$ cat src/rtl/float_pkg.sv
// Shared float definitions: default widths, normaliser state encoding, flag indices
// and special-value constants reused by the adder and multiplier.
package float_pkg;

    localparam int EXP_W_DEF  = 8;
    localparam int FRAC_W_DEF = 23;
    localparam int IN_W_DEF   = 32;

    typedef enum logic [1:0] {
        IDLE  = 2'd0,
        NORM  = 2'd1,
        ROUND = 2'd2,
        DONE  = 2'd3
    } state_t;

    localparam int FLG_ZERO = 0;
    localparam int FLG_OVF  = 1;
    localparam int FLG_UF   = 2;
    localparam int FLG_INX  = 3;

    localparam logic [31:0] QNAN    = 32'h7FC0_0000;
    localparam logic [31:0] POS_INF = 32'h7F80_0000;
    localparam logic [31:0] NEG_INF = 32'hFF80_0000;

endpackage

$ cat src/rtl/float_normalize_if.sv
// Handshake bundle between the float adder, the normalise/round stage and its consumer.
// slave is the normaliser's view; master is the producer/consumer view.
interface float_normalize_if #(
    parameter int EXP_W  = 8,
    parameter int FRAC_W = 23,
    parameter int IN_W   = 32
);
    logic                    in_valid;
    logic                    in_ready;
    logic [EXP_W-1:0]        in_exp;
    logic [IN_W-1:0]         in_mant;
    logic                    out_valid;
    logic                    out_ready;
    logic [EXP_W+FRAC_W:0]   out;
    logic [3:0]              out_flags;

    modport slave (
        input  in_valid, in_exp, in_mant, out_ready,
        output in_ready, out_valid, out, out_flags
    );

    modport master (
        output in_valid, in_exp, in_mant, out_ready,
        input  in_ready, out_valid, out, out_flags
    );
endinterface

$ cat src/rtl/float_round_pack.sv
// Combinational round-to-nearest-even, overflow/underflow detection and IEEE-754 packing.
// Expects a normalised mantissa with hidden bit at mant[FRAC_W]; denormals flush to zero.
module float_round_pack
    import float_pkg::*;
#(
    parameter int EXP_W  = 8,
    parameter int FRAC_W = 23
) (
    input  logic                    sign,
    input  logic signed [EXP_W+1:0] e,
    input  logic [FRAC_W:0]         mant,
    input  logic                    g,
    input  logic                    s,
    output logic [EXP_W+FRAC_W:0]   word,
    output logic [3:0]              flags
);

    localparam logic [EXP_W:0] EXP_MAX = {1'b0, {EXP_W{1'b1}}};

    logic                    inc;
    logic [FRAC_W+1:0]       m;
    logic                    carry;
    logic [FRAC_W-1:0]       frac;
    logic signed [EXP_W+1:0] e_adj;
    logic                    ovf;
    logic                    uf;

    always_comb begin
        inc   = g & (s | mant[0]);
        m     = {1'b0, mant} + {{(FRAC_W+1){1'b0}}, inc};
        carry = m[FRAC_W+1];
        // A rounding carry leaves 10...0, so dropping one bit renormalises it.
        frac  = carry ? m[FRAC_W:1] : m[FRAC_W-1:0];
        e_adj = e + {{(EXP_W+1){1'b0}}, carry};
        uf    = e_adj[EXP_W+1] || (e_adj == '0);
        ovf   = !uf && (e_adj[EXP_W:0] >= EXP_MAX);

        flags          = '0;
        flags[FLG_INX] = g | s;
        if (ovf) begin
            word           = {sign, {EXP_W{1'b1}}, {FRAC_W{1'b0}}};
            flags[FLG_OVF] = 1'b1;
        end else if (uf) begin
            word           = {sign, {(EXP_W+FRAC_W){1'b0}}};
            flags[FLG_UF]  = 1'b1;
        end else begin
            word           = {sign, e_adj[EXP_W-1:0], frac};
        end
    end

endmodule

$ cat src/rtl/float_normalize.sv
// Post-add normalise/round: one mantissa shift per cycle, then RNE round and pack.
// Latency n+2 edges for n shifts (1 for zero); single operation in flight, in_ready only in IDLE.
module float_normalize
    import float_pkg::*;
#(
    parameter int EXP_W  = EXP_W_DEF,
    parameter int FRAC_W = FRAC_W_DEF,
    parameter int IN_W   = IN_W_DEF
) (
    input  logic               clk,
    input  logic               rst_n,
    float_normalize_if.slave   bus
);

    localparam int W = 1 + EXP_W + FRAC_W;
    localparam logic signed [EXP_W+1:0] E_ONE = {{(EXP_W+1){1'b0}}, 1'b1};

    state_t                  state;
    state_t                  state_nxt;
    logic                    sign;
    logic [IN_W-1:0]         mag;
    logic signed [EXP_W+1:0] e;
    logic                    g;
    logic                    s;
    logic [W-1:0]            out_q;
    logic [3:0]              flags_q;

    logic                    mag_zero;
    logic                    need_right;
    logic                    need_left;
    logic [W-1:0]            rp_word;
    logic [3:0]              rp_flags;

    always_comb begin
        mag_zero   = (mag == '0);
        need_right = |mag[IN_W-1:FRAC_W+1];
        need_left  = !mag[FRAC_W];
    end

    always_ff @(posedge clk or negedge rst_n) begin
        if (!rst_n) begin
            state <= IDLE;
        end else begin
            state <= state_nxt;
        end
    end

    always_comb begin
        state_nxt = state;
        case (state)
            IDLE:  if (bus.in_valid) state_nxt = NORM;
            NORM:  if (mag_zero) state_nxt = DONE;
                   else if (!need_right && !need_left) state_nxt = ROUND;
            ROUND: state_nxt = DONE;
            DONE:  if (bus.out_ready) state_nxt = IDLE;
            default: state_nxt = IDLE;
        endcase
    end

    always_comb begin
        bus.in_ready  = (state == IDLE);
        bus.out_valid = (state == DONE);
        bus.out       = out_q;
        bus.out_flags = flags_q;
    end

    // Once a right shift clears the upper bits the hidden bit sits at FRAC_W,
    // so a left shift can never follow within the same operation.
    always_ff @(posedge clk or negedge rst_n) begin
        if (!rst_n) begin
            sign    <= 1'b0;
            mag     <= '0;
            e       <= '0;
            g       <= 1'b0;
            s       <= 1'b0;
            out_q   <= '0;
            flags_q <= '0;
        end else begin
            case (state)
                IDLE: begin
                    if (bus.in_valid) begin
                        sign <= bus.in_mant[IN_W-1];
                        mag  <= bus.in_mant[IN_W-1] ?
                                (~bus.in_mant) + {{(IN_W-1){1'b0}}, 1'b1} : bus.in_mant;
                        e    <= {2'b00, bus.in_exp};
                        g    <= 1'b0;
                        s    <= 1'b0;
                    end
                end
                NORM: begin
                    if (mag_zero) begin
                        out_q             <= '0;
                        flags_q           <= '0;
                        flags_q[FLG_ZERO] <= 1'b1;
                    end else if (need_right) begin
                        s   <= s | g;
                        g   <= mag[0];
                        mag <= {1'b0, mag[IN_W-1:1]};
                        e   <= e + E_ONE;
                    end else if (need_left) begin
                        mag <= {mag[IN_W-2:0], 1'b0};
                        e   <= e - E_ONE;
                    end
                end
                ROUND: begin
                    out_q   <= rp_word;
                    flags_q <= rp_flags;
                end
                default: ;
            endcase
        end
    end

    float_round_pack #(
        .EXP_W  (EXP_W),
        .FRAC_W (FRAC_W)
    ) u_round_pack (
        .sign  (sign),
        .e     (e),
        .mant  (mag[FRAC_W:0]),
        .g     (g),
        .s     (s),
        .word  (rp_word),
        .flags (rp_flags)
    );

endmodule

$ cat src/flat_wrapper.sv
// flat-port wrapper written by rule: the top's interface ports become plain ports
module float_normalize_flat import float_pkg::*;
#(
    parameter int EXP_W  = EXP_W_DEF,
    parameter int FRAC_W = FRAC_W_DEF,
    parameter int IN_W   = IN_W_DEF
)
  (clk, rst_n, bus_in_valid, bus_in_exp, bus_in_mant, bus_out_ready, bus_in_ready, bus_out_valid, bus_out, bus_out_flags);
  float_normalize_if #(.EXP_W(EXP_W), .FRAC_W(FRAC_W), .IN_W(IN_W)) bus_i ();
  input  logic clk;
  input  logic rst_n;
  input wire logic [$bits(bus_i.in_valid)-1:0] bus_in_valid;
  input wire logic [$bits(bus_i.in_exp)-1:0] bus_in_exp;
  input wire logic [$bits(bus_i.in_mant)-1:0] bus_in_mant;
  input wire logic [$bits(bus_i.out_ready)-1:0] bus_out_ready;
  output wire logic [$bits(bus_i.in_ready)-1:0] bus_in_ready;
  output wire logic [$bits(bus_i.out_valid)-1:0] bus_out_valid;
  output wire logic [$bits(bus_i.out)-1:0] bus_out;
  output wire logic [$bits(bus_i.out_flags)-1:0] bus_out_flags;
  assign bus_i.in_valid = bus_in_valid;
  assign bus_i.in_exp = bus_in_exp;
  assign bus_i.in_mant = bus_in_mant;
  assign bus_i.out_ready = bus_out_ready;
  assign bus_in_ready = bus_i.in_ready;
  assign bus_out_valid = bus_i.out_valid;
  assign bus_out = bus_i.out;
  assign bus_out_flags = bus_i.out_flags;
  float_normalize #(.EXP_W(EXP_W), .FRAC_W(FRAC_W), .IN_W(IN_W)) u_core (.clk(clk), .rst_n(rst_n), .bus(bus_i));
endmodule
$ cat config.mk
export PLATFORM = sky130hd
export DESIGN_NAME = float_normalize_flat
export DESIGN_NICKNAME = d
export VERILOG_FILES = /design/src/rtl/float_pkg.sv /design/src/rtl/float_normalize_if.sv /design/src/rtl/float_round_pack.sv /design/src/rtl/float_normalize.sv /design/src/flat_wrapper.sv
export SDC_FILE = /design/constraint.sdc
export NUM_CORES = 1
export LEC_CHECK = 0
export ABC_AREA = 1
export BUFFER_PORTS_ARGS = -buffer_cell sky130_fd_sc_hd__buf_2
export CAP_MARGIN = 20
export CORE_MARGIN = 10
export CORE_UTILIZATION = 35
export CTS_CLUSTER_SIZE = 14
export DETAILED_ROUTE_END_ITERATION = 7
export GPL_TIMING_DRIVEN = 0
export SLEW_MARGIN = 20
export SYNTH_ARGS = -nofsm -noshare
export SYNTH_HDL_FRONTEND = slang
export SYNTH_SLANG_ARGS = --single-unit
export TNS_END_PERCENT = 5
$ cat constraint.sdc
create_clock -name clk -period 5.2 [get_ports clk]
set_input_delay 0.26 -clock clk [delete_from_list [all_inputs] [get_ports clk]]
set_output_delay 0.26 -clock clk [all_outputs]
set_load 0.005 [all_outputs]
==> results of run 1 <==
[synthesized netlist by cell type, drive strengths merged, types with 12 or more instances]
cell,instances,area (um^2)
clkbuf,13,50.04
nor3,13,65.06
a21oi,27,135.1
o21ai,71,415.4
nand3,128,653.1
xor2,12,105.1
ha,17,212.7
nand2,367,1393
dfrtp,83,2077
nor2,131,538.0
buf,28,193.9
inv,110,415.4
[placed cells by master, fill, tap and decap left out, types with 16 or more instances in the layout]
| master | instances |
|---|---|
| nand2_1 | 361 |
| nand3_1 | 127 |
| nor2_1 | 124 |
| inv_1 | 106 |
| buf_2 | 91 |
| dfrtp_1 | 83 |
| o21ai_0 | 49 |
| a21oi_1 | 27 |
| ha_1 | 17 |
| o21ai_2 | 16 |
[registers in the layout (all words and copies together) (netlist names)]
register	cells
u_core.bus.out	32
u_core.e	10
u_core.sign	1
u_core.mag	32
u_core.bus.out_flags	4
u_core.state	2
u_core.s	1
u_core.g	1
[worst max path at each step]
| stage | end | slack, ns | cells after the start |
|---|---|---|---|
| after CTS | u_core.bus.out[19] | 1.43 | 25 |
| after global placement | u_core.bus.out[19] | 1.50 | 22 |
| after detailed placement | u_core.bus.out[19] | 1.48 | 24 |
| after floorplan | u_core.bus.out[10] | 1.96 | 22 |
| after global routing | u_core.bus.out[19] | 0.97 | 25 |
| final | u_core.bus.out[19] | 1.46 | 22 |
[layer usage]
layer | routed length (um) | vias up
met5 | 0 | -
met4 | 331 | 0
met3 | 1153 | 20
met2 | 8806 | 208
met1 | 10250 | 3017
li1 | - | 3554
[cells by family after synthesis]
family	synth area share (%)
AO/OA/AOI/OAI	11.17
XOR/XNOR	2.253
flip-flops	31.43
buffers and inverters	9.979
AND/OR/NAND/NOR	41.64
adder cells (fa/ha/maj)	3.522
[power by group through the flow]
stage	combinational [mW]	clock, mW	sequential, mW
4_1_cts	2.12	0.730	1.21
3_3_place_gp	2.09	0	1.21
3_5_place_dp	2.11	0	1.22
5_1_grt	2.40	0.758	1.25
2_1_floorplan	1.48	0	1.15
6_report	2.11	0.721	1.21
[per-stage QoR]
| step | total power [mW] | hold WS, ns | area (um^2) | utilization [%] |
|---|---|---|---|---|
| floorplan | 2.627 | -0.03559 | 6608 | - |
| global placement | 3.301 | 0.4602 | 7306 | 39.19 |
| detailed placement | 3.326 | 0.2282 | 7336 | 39.35 |
| CTS | 4.060 | 0.1987 | 7675 | 41.17 |
| global route | 4.411 | 0.2220 | 7675 | 41.17 |
| finish | 4.040 | 0.2021 | 7675 | 41.17 |
[worst reg2reg max path, stage by stage, from the launching register on]
cell	delay, ns
dfrtp_1	0.43
o21a_1	0.14
ha_1	0.15
ha_1	0.18
nand2_1	0.11
nor2_4	0.19
nand3_1	0.15
nor2_2	0.15
nand2_2	0.14
inv_2	0.12
buf_4	0.18
ha_1	0.24
ha_1	0.25
nand3_1	0.11
o21ai_0	0.17
nand2_1	0.10
nor2_1	0.12
nand3_1	0.08
nand2_1	0.16
inv_2	0.12
buf_4	0.19
nand3_1	0.11
nand2_1	0.05
[repair_timing]
action / 4_1_cts / 5_1_grt
hold buffers: 1 / 0
setup buffers: 0 / 0
endpoints found under the hold margin: 29 / 0
[area by class of cell]
cell class,count,area share (%)
flip-flops and latches,83,27.06
well taps,234,3.815
clock inverters,4,0.9455
multi-input cells,815,50.44
inverters,110,5.412
plain buffers,41,3.179
repair buffers,83,5.804
clock buffers,12,3.342
==> flow_summary.rst, run 1 <==
.. list-table::
   :header-rows: 1

   * - Metric
     - Value
   * - Source of the critical timing path
     - u_core.mag[0]
   * - Hold_sp
     - bus_in_exp[2]
   * - Overflow left after global routing
     - 0
   * - Worst reg2reg path startpoint
     - u_core.mag[0]
   * - Sequential cell area
     - 0.002077 mm^2
   * - Critical path required time
     - 5.44 ns
   * - Slew headroom
     - 54.45%
   * - Routed len/inst
     - 14.87 um
   * - Overall routing resource usage
     - 16.80%
   * - Post-route clock skew
     - 0.006015 ns
   * - Number of max-capacitance violations reported
     - 0
   * - Die height
     - 157.4 um
   * - Antenna viol nets, final
     - 0
   * - Via count of the first global-routing pass
     - 6454
   * - Worst reg2reg path depth
     - 22
   * - First-iteration detailed-routing DRC count
     - 477
   * - Placed wire-length estimate
     - 16360 um
   * - DR vias
     - 6799
   * - Sequential cell area fraction in the yosys report
     - 31.43%
   * - Number of clock buffers inserted by TritonCTS
     - 9
   * - Count of synthesis-stage warnings from yosys
     - 0
   * - Number of flops mapped to enable cells by yosys
     - 0
   * - Number of detailed-route iterations in the first pass
     - 5
   * - Resize count post-CTS
     - 0
   * - Worst setup margin
     - 1.463 ns
   * - Standard cell core area
     - 0.01864 mm^2
   * - Number of filler cells placed in the layout
     - 2049
   * - Global placer's final weighted congestion
     - 0.8988
   * - Number of cell rows
     - 50
   * - Netlist Area Pre-Place
     - 0.006608 mm^2
   * - TritonCTS clock tree
     - yes
   * - Synthesized area divided by synthesized cell count
     - 6.299 um^2
   * - GR Layer Usage met2
     - 25.90%
   * - Number of sinks driven by the clock tree
     - 83
   * - Area growth syn-to-layout
     - 16.15%
   * - Chip width
     - 157.4 um
   * - Comb pwr share
     - 52.2%
   * - Hold-critical path depth
     - 5
   * - Library cell used as clock root buffer
     - clkbuf_16
   * - Crit path DAT
     - 3.98 ns
   * - Switching portion of total power
     - 46.93%
   * - # H-tree levels
     - 3
   * - Largest incremental delay on the critical path
     - 0.43 ns
   * - Worst Max-Slew Pin Slew
     - 0.6832 ns
   * - Kind of start point of the critical path
     - flip-flop
   * - Worst ir drop on vdd
     - 0.1420 mV
   * - Net switching power
     - 1.896 mW
   * - Total negative slack
     - 0 ns
   * - Share of flip-flops with an asynchronous set or reset
     - 100.0%
   * - Number of flip-flops and latches in the synthesized netlist
     - 83
   * - Power density relative to cell area
     - 526.4 mW/mm^2
   * - Pre-CTS WS
     - 1.478 ns
   * - Number of I/O port buffers
     - 81
   * - Cell at the slowest stage of the critical path
     - dfrtp_1
   * - Hold violation count in the final report
     - 0
   * - Multi-input logic area
     - 0.003871 mm^2
   * - Worst setup slack for register-to-register paths
     - 1.46 ns
   * - Total buffers and inverters traversed by the critical path
     - 4
   * - Count of inserted antenna diode cells
     - 0
   * - Die Outline Area
     - 0.02477 mm^2
   * - Post-synthesis cell type count
     - 38
   * - Starting utilization of the core area
     - 35.44%
   * - Grt met1 use
     - 23.65%
   * - Crit-path leading delay family
     - simple AND/OR/NAND/NOR gates
   * - Unrepaired setup endpoints after global routing
     - false
   * - Internal Power
     - 2.144 mW
   * - Top Usage Layer GRT
     - met2
   * - Final Setup Violations
     - 0
   * - Worst-Skew Late Latency
     - 0.35 ns
   * - Run status
     - finished, final reports clean
   * - Share of the clock period used by the worst path after layout
     - 71.87%
   * - Final min period
     - 3.737 ns
   * - Static power due to leakage
     - 4.107 nW
   * - Aggregate routed wire length
     - 20550 um
   * - DRC violation count after routing
     - 0
   * - Clock group share of total power
     - 17.8%
   * - Syn nets
     - 1111
   * - CP cell instances
     - o21a_1 -> ha_1 -> ha_1 -> nand2_1 -> nor2_4 -> nand3_1 -> nor2_2 -> nand2_2 -> inv_2 -> buf_4 -> ha_1 -> ha_1 -> nand3_1 -> o21ai_0 -> nand2_1 -> nor2_1 -> nand3_1 -> nand2_1 -> inv_2 -> buf_4 -> nand3_1 -> nand2_1
   * - Number of placed instances with taps included
     - 1365
   * - Max-slew violation count
     - 0
   * - Type of the worst setup path
     - reg -> reg
   * - Wire length of the first global-routing pass
     - 33540 um
   * - Share of layout cells above drive strength 1
     - 13.76%
   * - Maximum net fanout on the critical path
     - 10
   * - Antenna violations before repair
     - 0
   * - Worst-path clk slew
     - 0.06 ns
   * - Number of buffers between clock root and the deepest sink
     - 2
   * - Count of nets after finishing
     - 1205
   * - Top-Level Pins
     - 82
   * - Pin count of the biggest net entering global routing
     - 55
   * - Kind of end point of the critical path
     - flip-flop
   * - Reg power frac
     - 30.0%
   * - Worst Hold Class
     - in -> reg
   * - End point of the most critical hold path
     - u_core.e[2]
   * - Most frequently used flop master after synthesis
     - dfrtp_1
   * - Routed via count divided by cell count
     - 4.920
   * - Met3 Resource Use GR
     - 2.238%
   * - Non-filler cells in the finished layout
     - 1382
   * - Max Clk Rate
     - 0.2676 GHz
   * - Instance count of the mapped netlist
     - 1049
   * - Worst r2r dst
     - u_core.bus.out[19]
(Power assumes the default switching activity.)
==> run 2, diff against run 1 <==
==> constraint.sdc (replaced) <==
create_clock -name clk -period 3.8 [get_ports clk]
set_input_delay 0.19 -clock clk [delete_from_list [all_inputs] [get_ports clk]]
set_output_delay 0.19 -clock clk [all_outputs]
set_load 0.005 [all_outputs]
==> run 2 against run 1 <==
  * Critical path depth did not move
  * Non-clock buffer count rose by 3
  * Register-to-register slack got worse by 1.1 ns
  * Largest cell class unchanged
  * Largest power group unchanged
==> flow_summary.rst, run 2 (synthesized netlist as in run 1, its figures left out) <==
.. list-table::
   :header-rows: 1

   * - Metric
     - Value
   * - Starting utilization of the core area
     - 35.44% (unchanged)
   * - Maximum net fanout on the critical path
     - 10 (unchanged)
   * - Share of layout cells above drive strength 1
     - 14.42% (was 13.76%)
   * - Multi-input logic area
     - 0.003919 mm^2 (was 0.003871 mm^2)
   * - Chip width
     - 157.4 um (unchanged)
   * - Power density relative to cell area
     - 718.5 mW/mm^2 (was 526.4 mW/mm^2)
   * - Cell repeated most along the worst path
     - nand2_1
   * - Hold violation count in the final report
     - 0 (unchanged)
   * - Number of sinks driven by the clock tree
     - 83 (unchanged)
   * - Run status
     - finished, final reports clean (unchanged)
   * - Worst Max-Slew Pin Slew
     - 0.6862 ns (was 0.6832 ns)
   * - Crit-path leading delay family
     - simple AND/OR/NAND/NOR gates (unchanged)
   * - Net switching power
     - 2.616 mW (was 1.896 mW)
   * - Max-slew violation count
     - 0 (unchanged)
   * - Die Outline Area
     - 0.02477 mm^2 (unchanged)
   * - Count of nets after finishing
     - 1208 (was 1205)
   * - Worst Hold Class
     - in -> reg (unchanged)
   * - Switching portion of total power
     - 46.95% (was 46.93%)
   * - Count of inserted antenna diode cells
     - 0 (unchanged)
   * - Core occupancy in the finished layout
     - 41.59% (was 41.17%)
   * - Wire length of the first global-routing pass
     - 33540 um (unchanged)
   * - Area growth syn-to-layout
     - 17.35% (was 16.15%)
   * - Number of cell rows
     - 50 (unchanged)
   * - Total negative slack
     - 0 ns (unchanged)
   * - Crit path DAT
     - 3.62 ns (was 3.98 ns)
   * - Final min period
     - 3.391 ns (was 3.737 ns)
   * - Number of max-capacitance violations reported
     - 0 (unchanged)
   * - Standard cell core area
     - 0.01864 mm^2 (unchanged)
   * - Clock group share of total power
     - 17.7% (was 17.8%)
   * - Pin count of the biggest net entering global routing
     - 55 (unchanged)
   * - Die height
     - 157.4 um (unchanged)
   * - Most frequent standard cell in the layout excluding fill and tap cells
     - nand2_1 (unchanged)
   * - Worst-Skew Late Latency
     - 0.35 ns (about the same)
   * - Final Setup Violations
     - 0 (unchanged)
   * - Kind of start point of the critical path
     - flip-flop (unchanged)
   * - Overflow left after global routing
     - 0 (unchanged)
   * - Most used cells in the layout excluding fill and tap cells
     - 360 x nand2_1, 126 x nand3_1, 124 x nor2_1 (was 361 x nand2_1, 127 x nand3_1, 124 x nor2_1)
   * - Kind of end point of the critical path
     - flip-flop (unchanged)
   * - Number of buffers between clock root and the deepest sink
     - 2 (unchanged)
   * - # H-tree levels
     - 3 (unchanged)
   * - Placed wire-length estimate
     - 16360 um (unchanged)
   * - Total buffers and inverters traversed by the critical path
     - 3 (was 4)
   * - Slew headroom
     - 54.26% (was 54.45%)
   * - DRC violation count after routing
     - 0 (unchanged)
   * - Worst setup margin
     - 0.4093 ns (was 1.463 ns)
   * - Post-route clock skew
     - 0.006199 ns (was 0.006015 ns)
   * - Antenna viol nets, final
     - 0 (unchanged)
   * - Cell at the slowest stage of the critical path
     - dfrtp_2 (was dfrtp_1)
   * - Number of filler cells placed in the layout
     - 2038 (was 2049)
   * - CP cell instances
     - o21a_1 -> ha_1 -> ha_1 -> nand2_1 -> nor2_4 -> nand3_2 -> nor2_4 -> nand2_4 -> inv_2 -> buf_4 -> ha_4 -> ha_4 -> or2_2 -> nor2_1 -> nand3_1 -> nor2_1 -> nand2_1 -> nand2_1 -> nor2_4 -> buf_4 -> o21ai_0 -> nand2_1 (was o21a_1 -> ha_1 -> ha_1 -> nand2_1 -> nor2_4 -> nand3_1 -> nor2_2 -> nand2_2 -> inv_2 -> buf_4 -> ha_1 -> ha_1 -> nand3_1 -> o21ai_0 -> nand2_1 -> nor2_1 -> nand3_1 -> nand2_1 -> inv_2 -> buf_4 -> nand3_1 -> nand2_1)
   * - Type of the worst setup path
     - reg -> reg (unchanged)
   * - Critical path required time
     - 4.03 ns (was 5.44 ns)
   * - Aggregate routed wire length
     - 20640 um (was 20550 um)
   * - Number of I/O port buffers
     - 81 (unchanged)
   * - Pre-CTS WS
     - 0.07762 ns (was 1.478 ns)
   * - Internal Power
     - 2.955 mW (was 2.144 mW)
   * - Reg power frac
     - 29.9% (was 30.0%)
   * - Worst-path clk slew
     - 0.06 ns (about the same)
   * - TritonCTS clock tree
     - yes (unchanged)
   * - DR vias
     - 6836 (was 6799)
   * - Antenna violations before repair
     - 0 (unchanged)
   * - Max Clk Rate
     - 0.2949 GHz (was 0.2676 GHz)
   * - Sequential cell area
     - 0.002078 mm^2 (was 0.002077 mm^2)
   * - Overall routing resource usage
     - 16.80% (unchanged)
   * - Routed len/inst
     - 14.90 um (was 14.87 um)
   * - Library cell used as clock root buffer
     - clkbuf_16 (unchanged)
   * - Unrepaired setup endpoints after global routing
     - false (unchanged)
   * - Number of clock buffers inserted by TritonCTS
     - 9 (unchanged)
   * - Worst ir drop on vdd
     - 0.1959 mV (was 0.1420 mV)
   * - Static power due to leakage
     - 4.138 nW (was 4.107 nW)
   * - Number of detailed-route iterations in the first pass
     - 5 (unchanged)
   * - Via count of the first global-routing pass
     - 6454 (unchanged)
   * - Global placer's final weighted congestion
     - 0.8988 (unchanged)
   * - Routed via count divided by cell count
     - 4.936 (was 4.920)
   * - Share of the clock period used by the worst path after layout
     - 89.23% (was 71.87%)
   * - Comb pwr share
     - 52.4% (was 52.2%)
   * - Top-Level Pins
     - 82 (unchanged)
   * - Largest incremental delay on the critical path
     - 0.41 ns (was 0.43 ns)
   * - First-iteration detailed-routing DRC count
     - 508 (was 477)
## run 2: cell count changes in the layout (fill, tap and decap cells not counted), moves of 2 or more
cell / previous run / this run
ha_4: 0 / 2
buf_6: 7 / 9
nor2_2: 3 / 1
nor2_4: 3 / 5
ha_1: 17 / 15
## run 2: power groups by stage
stage	sequential, mW	clock [mW]	combinational [mW]
floorplan	1.57	0	2.03
global route	1.72	1.04	3.31
finish	1.67	0.987	2.92
detailed placement	1.66	0	2.89
CTS	1.65	0.999	2.91
global placement	1.65	0	2.86
## run 2: final cells by class
cell class	instances	area share, %
inverter	110	5.357
sequential	83	26.80
tap	234	3.776
multi-input combinational	815	50.54
clock buffer	12	3.308
buffer	41	3.244
timing repair buffer	86	6.035
clock inverter	4	0.9359
## run 2: what timing repair did
| action | in CTS | in global routing |
|---|---|---|
| resized for setup | 0 | 12 |
| hold buffers | 1 | 0 |
| hold endpoints to repair | 29 | 0 |
| setup buffers | 0 | 3 |
| endpoints found under the setup margin | 0 | 33 |
## run 2: final timing paths
kind / start / to / slack [ns] / cells after the start
setup / recovery: u_core.mag[0] / u_core.bus.out[23] / 0.41 / 22
hold / removal: bus_in_exp[2] / u_core.e[2] / 0.13 / 5
setup reg to reg: u_core.mag[0] / u_core.bus.out[23] / 0.41 / 22
hold reg to reg: u_core.bus.out[21] / u_core.bus.out[21] / 0.47 / 2
max in group asynchronous: rst_n / u_core.bus.out[21] / 2.86 / 3
min in group asynchronous: rst_n / u_core.e[0] / 0.33 / 2
## run 2: stage by stage
stage                     std cells  hold WS [ns]  power [mW]  area, um^2
after global routing           1385        0.1520       6.074        7754
after global placement         1364        0.4602       4.517        7306
after detailed placement       1365        0.1582       4.551        7336
after floorplan                1049       -0.1056       3.595        6608
after CTS                      1382        0.1287       5.556        7675
final                          1385        0.1325       5.571        7754
## run 2: worst min-delay path: cells and delay by family
kind | cells | cell delay [ns]
AND/OR/NAND/NOR | 4 | 0.19
buffers and inverters | 1 | 0.08
## run 2: routing by layer
metal / GRT usage [%] / up-vias / part of all wire (%)
li1: - / 3562 / -
met1: 23.65 / 3046 / 50
met2: 25.90 / 209 / 43
met3: 2.238 / 19 / 5.2
met4: 5.432 / 0 / 1.6
met5: 0 / - / 0
